===== config.mk =====
export PLATFORM = sky130hd
export DESIGN_NAME = mult_arbiter_seq
export DESIGN_NICKNAME = d
export VERILOG_FILES = /design/src/rtl/mult_arbiter_seq.sv
export SDC_FILE = /design/constraint.sdc
export NUM_CORES = 1
export LEC_CHECK = 0
export BUFFER_PORTS_ARGS = -buffer_cell sky130_fd_sc_hd__buf_2
export CORE_MARGIN = 5
export CORE_UTILIZATION = 50
export DETAILED_ROUTE_END_ITERATION = 7
export GPL_ROUTABILITY_DRIVEN = 0
export PLACE_DENSITY_LB_ADDON = 0.12
export RECOVER_POWER = 50
export SYNTH_ARGS = -nofsm -noshare
export SYNTH_HDL_FRONTEND = slang
export SYNTH_SLANG_ARGS = --single-unit

===== constraint.sdc =====
create_clock -name clk -period 9.35 [get_ports clk]
set_clock_uncertainty 0.2 [all_clocks]
set_input_delay 1.87 -clock clk [delete_from_list [all_inputs] [get_ports clk]]
set_output_delay 1.87 -clock clk [all_outputs]
set_load 0.005 [all_outputs]

===== src/rtl/mult_arbiter_seq.sv =====
// Two-requester arbiter in front of one 3x3-bit shift-add multiplier.
// Each operation takes three CALC steps, then one DONE cycle that holds the result and its BCD split.
module mult_arbiter_seq #(
    parameter bit FIXED_PRIO = 1'b0
) (
    input  logic       clk,
    input  logic       rst,
    input  logic       req_0,
    input  logic [2:0] opa_0,
    input  logic [2:0] opb_0,
    input  logic       req_1,
    input  logic [2:0] opa_1,
    input  logic [2:0] opb_1,
    output logic [1:0] grant,
    output logic       busy,
    output logic       done,
    output logic       done_id,
    output logic [5:0] product,
    output logic [3:0] bcd_tens,
    output logic [3:0] bcd_ones
);

    typedef enum logic [1:0] {IDLE, CALC, DONE} state_t;

    state_t     state_q, state_d;
    logic [1:0] step_q, step_d;
    logic [5:0] acc_q, acc_d;
    logic [2:0] opa_q, opa_d;
    logic [2:0] opb_q, opb_d;
    logic       winner_q, winner_d;
    logic       last_q, last_d;
    logic [1:0] grant_q, grant_d;
    logic       busy_q, busy_d;
    logic       done_q, done_d;
    logic       done_id_q, done_id_d;
    logic [5:0] product_q, product_d;
    logic [3:0] tens_q, tens_d;
    logic [3:0] ones_q, ones_d;

    logic       pick;
    logic [5:0] addend;
    logic [5:0] acc_sum;
    logic [3:0] tens_w;
    logic [5:0] base_w;
    logic [3:0] ones_w;

    // With both pending, round-robin favours whoever was not served last.
    always_comb begin
        pick = 1'b0;
        if (FIXED_PRIO)
            pick = !req_0;
        else if (req_0 && req_1)
            pick = !last_q;
        else
            pick = req_1;
    end

    always_comb begin
        addend = 6'd0;
        case (step_q)
            2'd0:    addend = opb_q[0] ? {3'b000, opa_q}       : 6'd0;
            2'd1:    addend = opb_q[1] ? {2'b00, opa_q, 1'b0}  : 6'd0;
            2'd2:    addend = opb_q[2] ? {1'b0, opa_q, 2'b00}  : 6'd0;
            default: addend = 6'd0;
        endcase
        acc_sum = acc_q + addend;
    end

    // Product never exceeds 49, so the tens digit is at most 4.
    always_comb begin
        tens_w = 4'd0;
        base_w = 6'd0;
        if (acc_sum >= 6'd40) begin
            tens_w = 4'd4;
            base_w = 6'd40;
        end else if (acc_sum >= 6'd30) begin
            tens_w = 4'd3;
            base_w = 6'd30;
        end else if (acc_sum >= 6'd20) begin
            tens_w = 4'd2;
            base_w = 6'd20;
        end else if (acc_sum >= 6'd10) begin
            tens_w = 4'd1;
            base_w = 6'd10;
        end
        ones_w = 4'(acc_sum - base_w);
    end

    always_comb begin
        state_d   = state_q;
        step_d    = step_q;
        acc_d     = acc_q;
        opa_d     = opa_q;
        opb_d     = opb_q;
        winner_d  = winner_q;
        last_d    = last_q;
        grant_d   = grant_q;
        busy_d    = busy_q;
        done_d    = 1'b0;
        done_id_d = done_id_q;
        product_d = product_q;
        tens_d    = tens_q;
        ones_d    = ones_q;
        case (state_q)
            IDLE: begin
                grant_d = 2'b00;
                busy_d  = 1'b0;
                if (req_0 || req_1) begin
                    winner_d = pick;
                    opa_d    = pick ? opa_1 : opa_0;
                    opb_d    = pick ? opb_1 : opb_0;
                    acc_d    = 6'd0;
                    step_d   = 2'd0;
                    grant_d  = pick ? 2'b10 : 2'b01;
                    busy_d   = 1'b1;
                    state_d  = CALC;
                end
            end
            CALC: begin
                acc_d = acc_sum;
                if (step_q == 2'd2) begin
                    state_d   = DONE;
                    done_d    = 1'b1;
                    done_id_d = winner_q;
                    product_d = acc_sum;
                    tens_d    = tens_w;
                    ones_d    = ones_w;
                end else begin
                    step_d = step_q + 2'd1;
                end
            end
            DONE: begin
                last_d  = winner_q;
                grant_d = 2'b00;
                busy_d  = 1'b0;
                state_d = IDLE;
            end
            default: begin
                grant_d = 2'b00;
                busy_d  = 1'b0;
                state_d = IDLE;
            end
        endcase
    end

    always_ff @(posedge clk) begin
        if (rst) begin
            state_q   <= IDLE;
            step_q    <= 2'd0;
            acc_q     <= 6'd0;
            opa_q     <= 3'd0;
            opb_q     <= 3'd0;
            winner_q  <= 1'b0;
            last_q    <= 1'b1;
            grant_q   <= 2'b00;
            busy_q    <= 1'b0;
            done_q    <= 1'b0;
            done_id_q <= 1'b0;
            product_q <= 6'd0;
            tens_q    <= 4'd0;
            ones_q    <= 4'd0;
        end else begin
            state_q   <= state_d;
            step_q    <= step_d;
            acc_q     <= acc_d;
            opa_q     <= opa_d;
            opb_q     <= opb_d;
            winner_q  <= winner_d;
            last_q    <= last_d;
            grant_q   <= grant_d;
            busy_q    <= busy_d;
            done_q    <= done_d;
            done_id_q <= done_id_d;
            product_q <= product_d;
            tens_q    <= tens_d;
            ones_q    <= ones_d;
        end
    end

    assign grant    = grant_q;
    assign busy     = busy_q;
    assign done     = done_q;
    assign done_id  = done_id_q;
    assign product  = product_q;
    assign bcd_tens = tens_q;
    assign bcd_ones = ones_q;

endmodule

==> summary.txt <==
Drt
  – Routed vias: 1552
  – Routed Antenna Nets: 0
  – Drc violations: 0
  – Initial DRC count: 85
  – Overall routed net length: 3.744 mm
  – Drt wl/cell: 12.91 um
  – DR pass1 iterations: 4
  – Via density: 5.352

STA
  – Post-route setup TNS: 0 ns
  – Slew HR: -0.05553
  – RSZ-0062 raised after global routing: false
  – Slew @ Worst Pin: 1.583 ns
  – Peak Freq: 243.1 MHz
  – Final min period: 4.114 ns
  – Final hold violations: 0
  – Setup-violating endpoint count in the final report: 0
  – Final period utilization: 0.4400
  – Final Max Tran Viols: 38

Layout
  – Finished Layout Cells: 290
  – Total Nets Final: 271
  – Final design utilization: 0.5976
  – Ant diodes: 0
  – Fraction of final layout cells sized beyond drive strength 1: 0.1844
  – Area Overhead vs Synth: 13.38%

Floorplan
  – Row count: 21
  – Die area: 4869 um2
  – I/O pin total: 35
  – Core area: 3390 um2
  – Starting utilization of the core area: 0.5271
  – Die X-Extent: 69.78 um
  – Die Y: 69.78 um

Logic synthesis
  – Seq/Total Area, Yosys: 0.3922
  – Syn Nets: 244
  – Yosys warning total: 0
  – Post-synth EDFFs: 0
  – Ys async rst share: 0
  – Synthesized area: 1787 um2
  – Avg Inst Size Synth: 8.272 um2
  – Synthesized flop and latch total: 35
  – Main synth FF type: dfxtp_1
  – Post-Syn Instances: 216
  – Yosys cell types: 40

Pwr
  – Pleak: 0.9046 nW
  – Pwr per Cell Area: 142.6 nW/um2
  – Total power: 288.9 uW
  – Seq pwr share: 0.554
  – Clk pwr share: 0.326
  – Combinational share of power: 0.120
  – Worst VDD drop: 99.94 uV
  – Sw Pwr: 77.02 uW
  – Sw Ratio: 0.2666
  – Internal power: 211.9 uW

Setup path
  – Worst Setup End Kind: register
  – Arrival time worst endpoint: 4.16 ns
  – Worst EP required: 9.40 ns
  – Crit path largest cell delay: 0.41 ns
  – Worst setup SP type: register
  – Worst-path cell chain: ha_1 > and4b_1 > ha_1 > inv_1 > fa_1 > nand2b_1 > a21oi_1 > xor2_1 > and3b_1 > nor3_1 > nor2_1 > ha_1 > inv_1 > fa_1 > xor2_1 > nor3_1 > a211o_1
  – Buf/Inv on CP: 2
  – CP dominant cell by count: ha_1
  – CP Max Fanout: 6
  – Crit path max-delay family: adder cells
  – WS Path Type: reg -> reg
  – Worst path slowest cell: fa_1

Place
  – Port bufs: 33
  – DP HPWL: 2.751 mm
  – Placed cells: 282

Status
  – Failing checks: capacitance limit, slew limit
  – Status: finished, violations left

GRT
  – Tot GR Track Use: 0.1636
  – Met2 GRT Util: 0.2634
  – Initial antenna violation count: 0
  – Routing usage on met1: 0.2002
  – Vias in the first global route: 1436
  – M3 GR Usage: 0.06377
  – Largest net degree at the start of global routing: 38
  – First-pass GRT wire length: 6.492 mm
  – Top Usage Layer GRT: met2
  – Gr ovfl total: 0

Clocking
  – # clock sinks: 35
  – H-tree depth: 2
  – CTS buffer count: 5
  – PostCTS Resize Cnt: 0
  – Clock-pin slew on the worst setup and hold paths: 0.10 ns
  – Max Buffers Root-to-Sink: 2
  – Clk_lat worst skew: 0.34 ns
  – Setup bufs post-CTS: 0
  – Clk Tree Root Cell: clkbuf_4
  – CTS tree: done
  – Hold-fix buffers at CTS: 0

Flow run
  – Maxcap violations: 1

Min path
  – Worst min path class: reg -> reg
-- final timing paths --
path | cells after the start | slack (ns) | from | endpoint
max | 17 | 5.24 | step_q[0] | bcd_ones[3]
min | 2 | 0.26 | product[2] | product[2]
min reg2reg | 2 | 0.26 | product[2] | product[2]
max reg2reg | 17 | 5.24 | step_q[0] | bcd_ones[3]
-- power by group through the flow --
| stage | logic (mW) | registers [mW] | clock network [mW] |
|---|---|---|---|
| floorplan | 0.0250 | 0.162 | 0 |
| global placement | 0.0347 | 0.163 | 0 |
| finish | 0.0348 | 0.160 | 0.0942 |
| detailed placement | 0.0351 | 0.163 | 0 |
| global route | 0.0396 | 0.161 | 0.106 |
| CTS | 0.0352 | 0.160 | 0.0974 |
-- per-stage QoR --
stage / worst slack [ns] / hold WS (ns) / cell area [um2]
detailed placement: 5.277 / 0.2439 / 1954
floorplan: 5.549 / 0.2458 / 1787
CTS: 5.263 / 0.2590 / 2027
finish: 5.236 / 0.2568 / 2026
global placement: 5.358 / 0.2411 / 1954
global route: 4.917 / 0.2798 / 2026
-- worst register-to-register path, cell delays in order, from the launching register on --
cell and delay (ns):
dfxtp_1 0.36, ha_1 0.25, and4b_1 0.26, ha_1 0.15, inv_1 0.05, fa_1 0.41
nand2b_1 0.16, a21oi_1 0.16, xor2_1 0.36, and3b_1 0.24, nor3_1 0.28, nor2_1 0.08
ha_1 0.20, inv_1 0.06, fa_1 0.18, xor2_1 0.19, nor3_1 0.07, a211o_1 0.34
-- placed cells by master (no fill, tap or decap), types with 2 or more instances in the layout --
master and count:
fa_1 2, nand3_1 14, dfxtp_1 35, buf_2 32, nand2b_1 2, nor2_1 23, and2_1 2, mux2i_1 4
clkbuf_8 2, a22oi_1 3, nor2b_1 3, a21oi_1 25, o21ai_0 3, nor3_1 6, a31oi_1 2, inv_1 8
ha_1 10, and4b_1 2, a21o_1 2, nand2_1 28, a211oi_1 7, a211o_1 2, clkbuf_4 5, xor2_1 4
-- registers in the layout, summed over array words and instances, names as in the netlist --
signal    cells
acc_q         6
bcd_ones      3
bcd_tens      3
busy          1
done          1
done_id       1
grant         2
last_q        1
opa_q         3
opb_q         3
product       6
state_q       2
step_q        2
winner_q      1
-- cells by family after synthesis --
logic type      Yosys count  share of synthesized area
simple gates             86                     0.2241
other cells               1                   0.002099
xor+xnor                  5                    0.02871
buf+inv                  22                    0.05182
fa+ha+maj                12                    0.09244
mux                       5                    0.02871
flops                    35                     0.3922
compound gates           50                     0.1800
-- layer usage --
layer / vias to the layer above / part of all wire / routed length (um)
met3: 6 / 0.061 / 229
li1: 799 / - / -
met4: 0 / 0.013 / 50
met2: 30 / 0.48 / 1779
met1: 717 / 0.45 / 1685
met5: - / 0 / 0
-- synthesized netlist by cell type (all sizes together), types with 2 or more instances --
cell type  count  area, um2
a211o          2      17.52
a211oi         7      52.55
a21o           2      15.01
a21oi         25      125.1
a22oi          3      22.52
a31oi          2      12.51
and2           2      12.51
and4b          2      20.02
buf            5      28.77
clkbuf         9      33.78
dfxtp         35      700.7
fa             2      40.04
ha            10      125.1
inv            8      30.03
mux2i          4      40.04
nand2         28      105.1
nand2b         2      12.51
nand3         14      70.07
nor2          23      86.33
nor2b          3      18.77
nor3           6      30.03
o21ai          3      15.01
xor2           5      51.30
-- area by class of cell --
class	instances	area [um2]
clock buffers	7	65.06
fillers	319	1364
multi-input cells	159	993.5
well taps	46	57.56
flip-flops and latches	35	700.7
inverters	8	30.03
repair buffers	34	171.4
clock inverters	1	7.507
No activity file was read; power rests on OpenSTA's default activity.
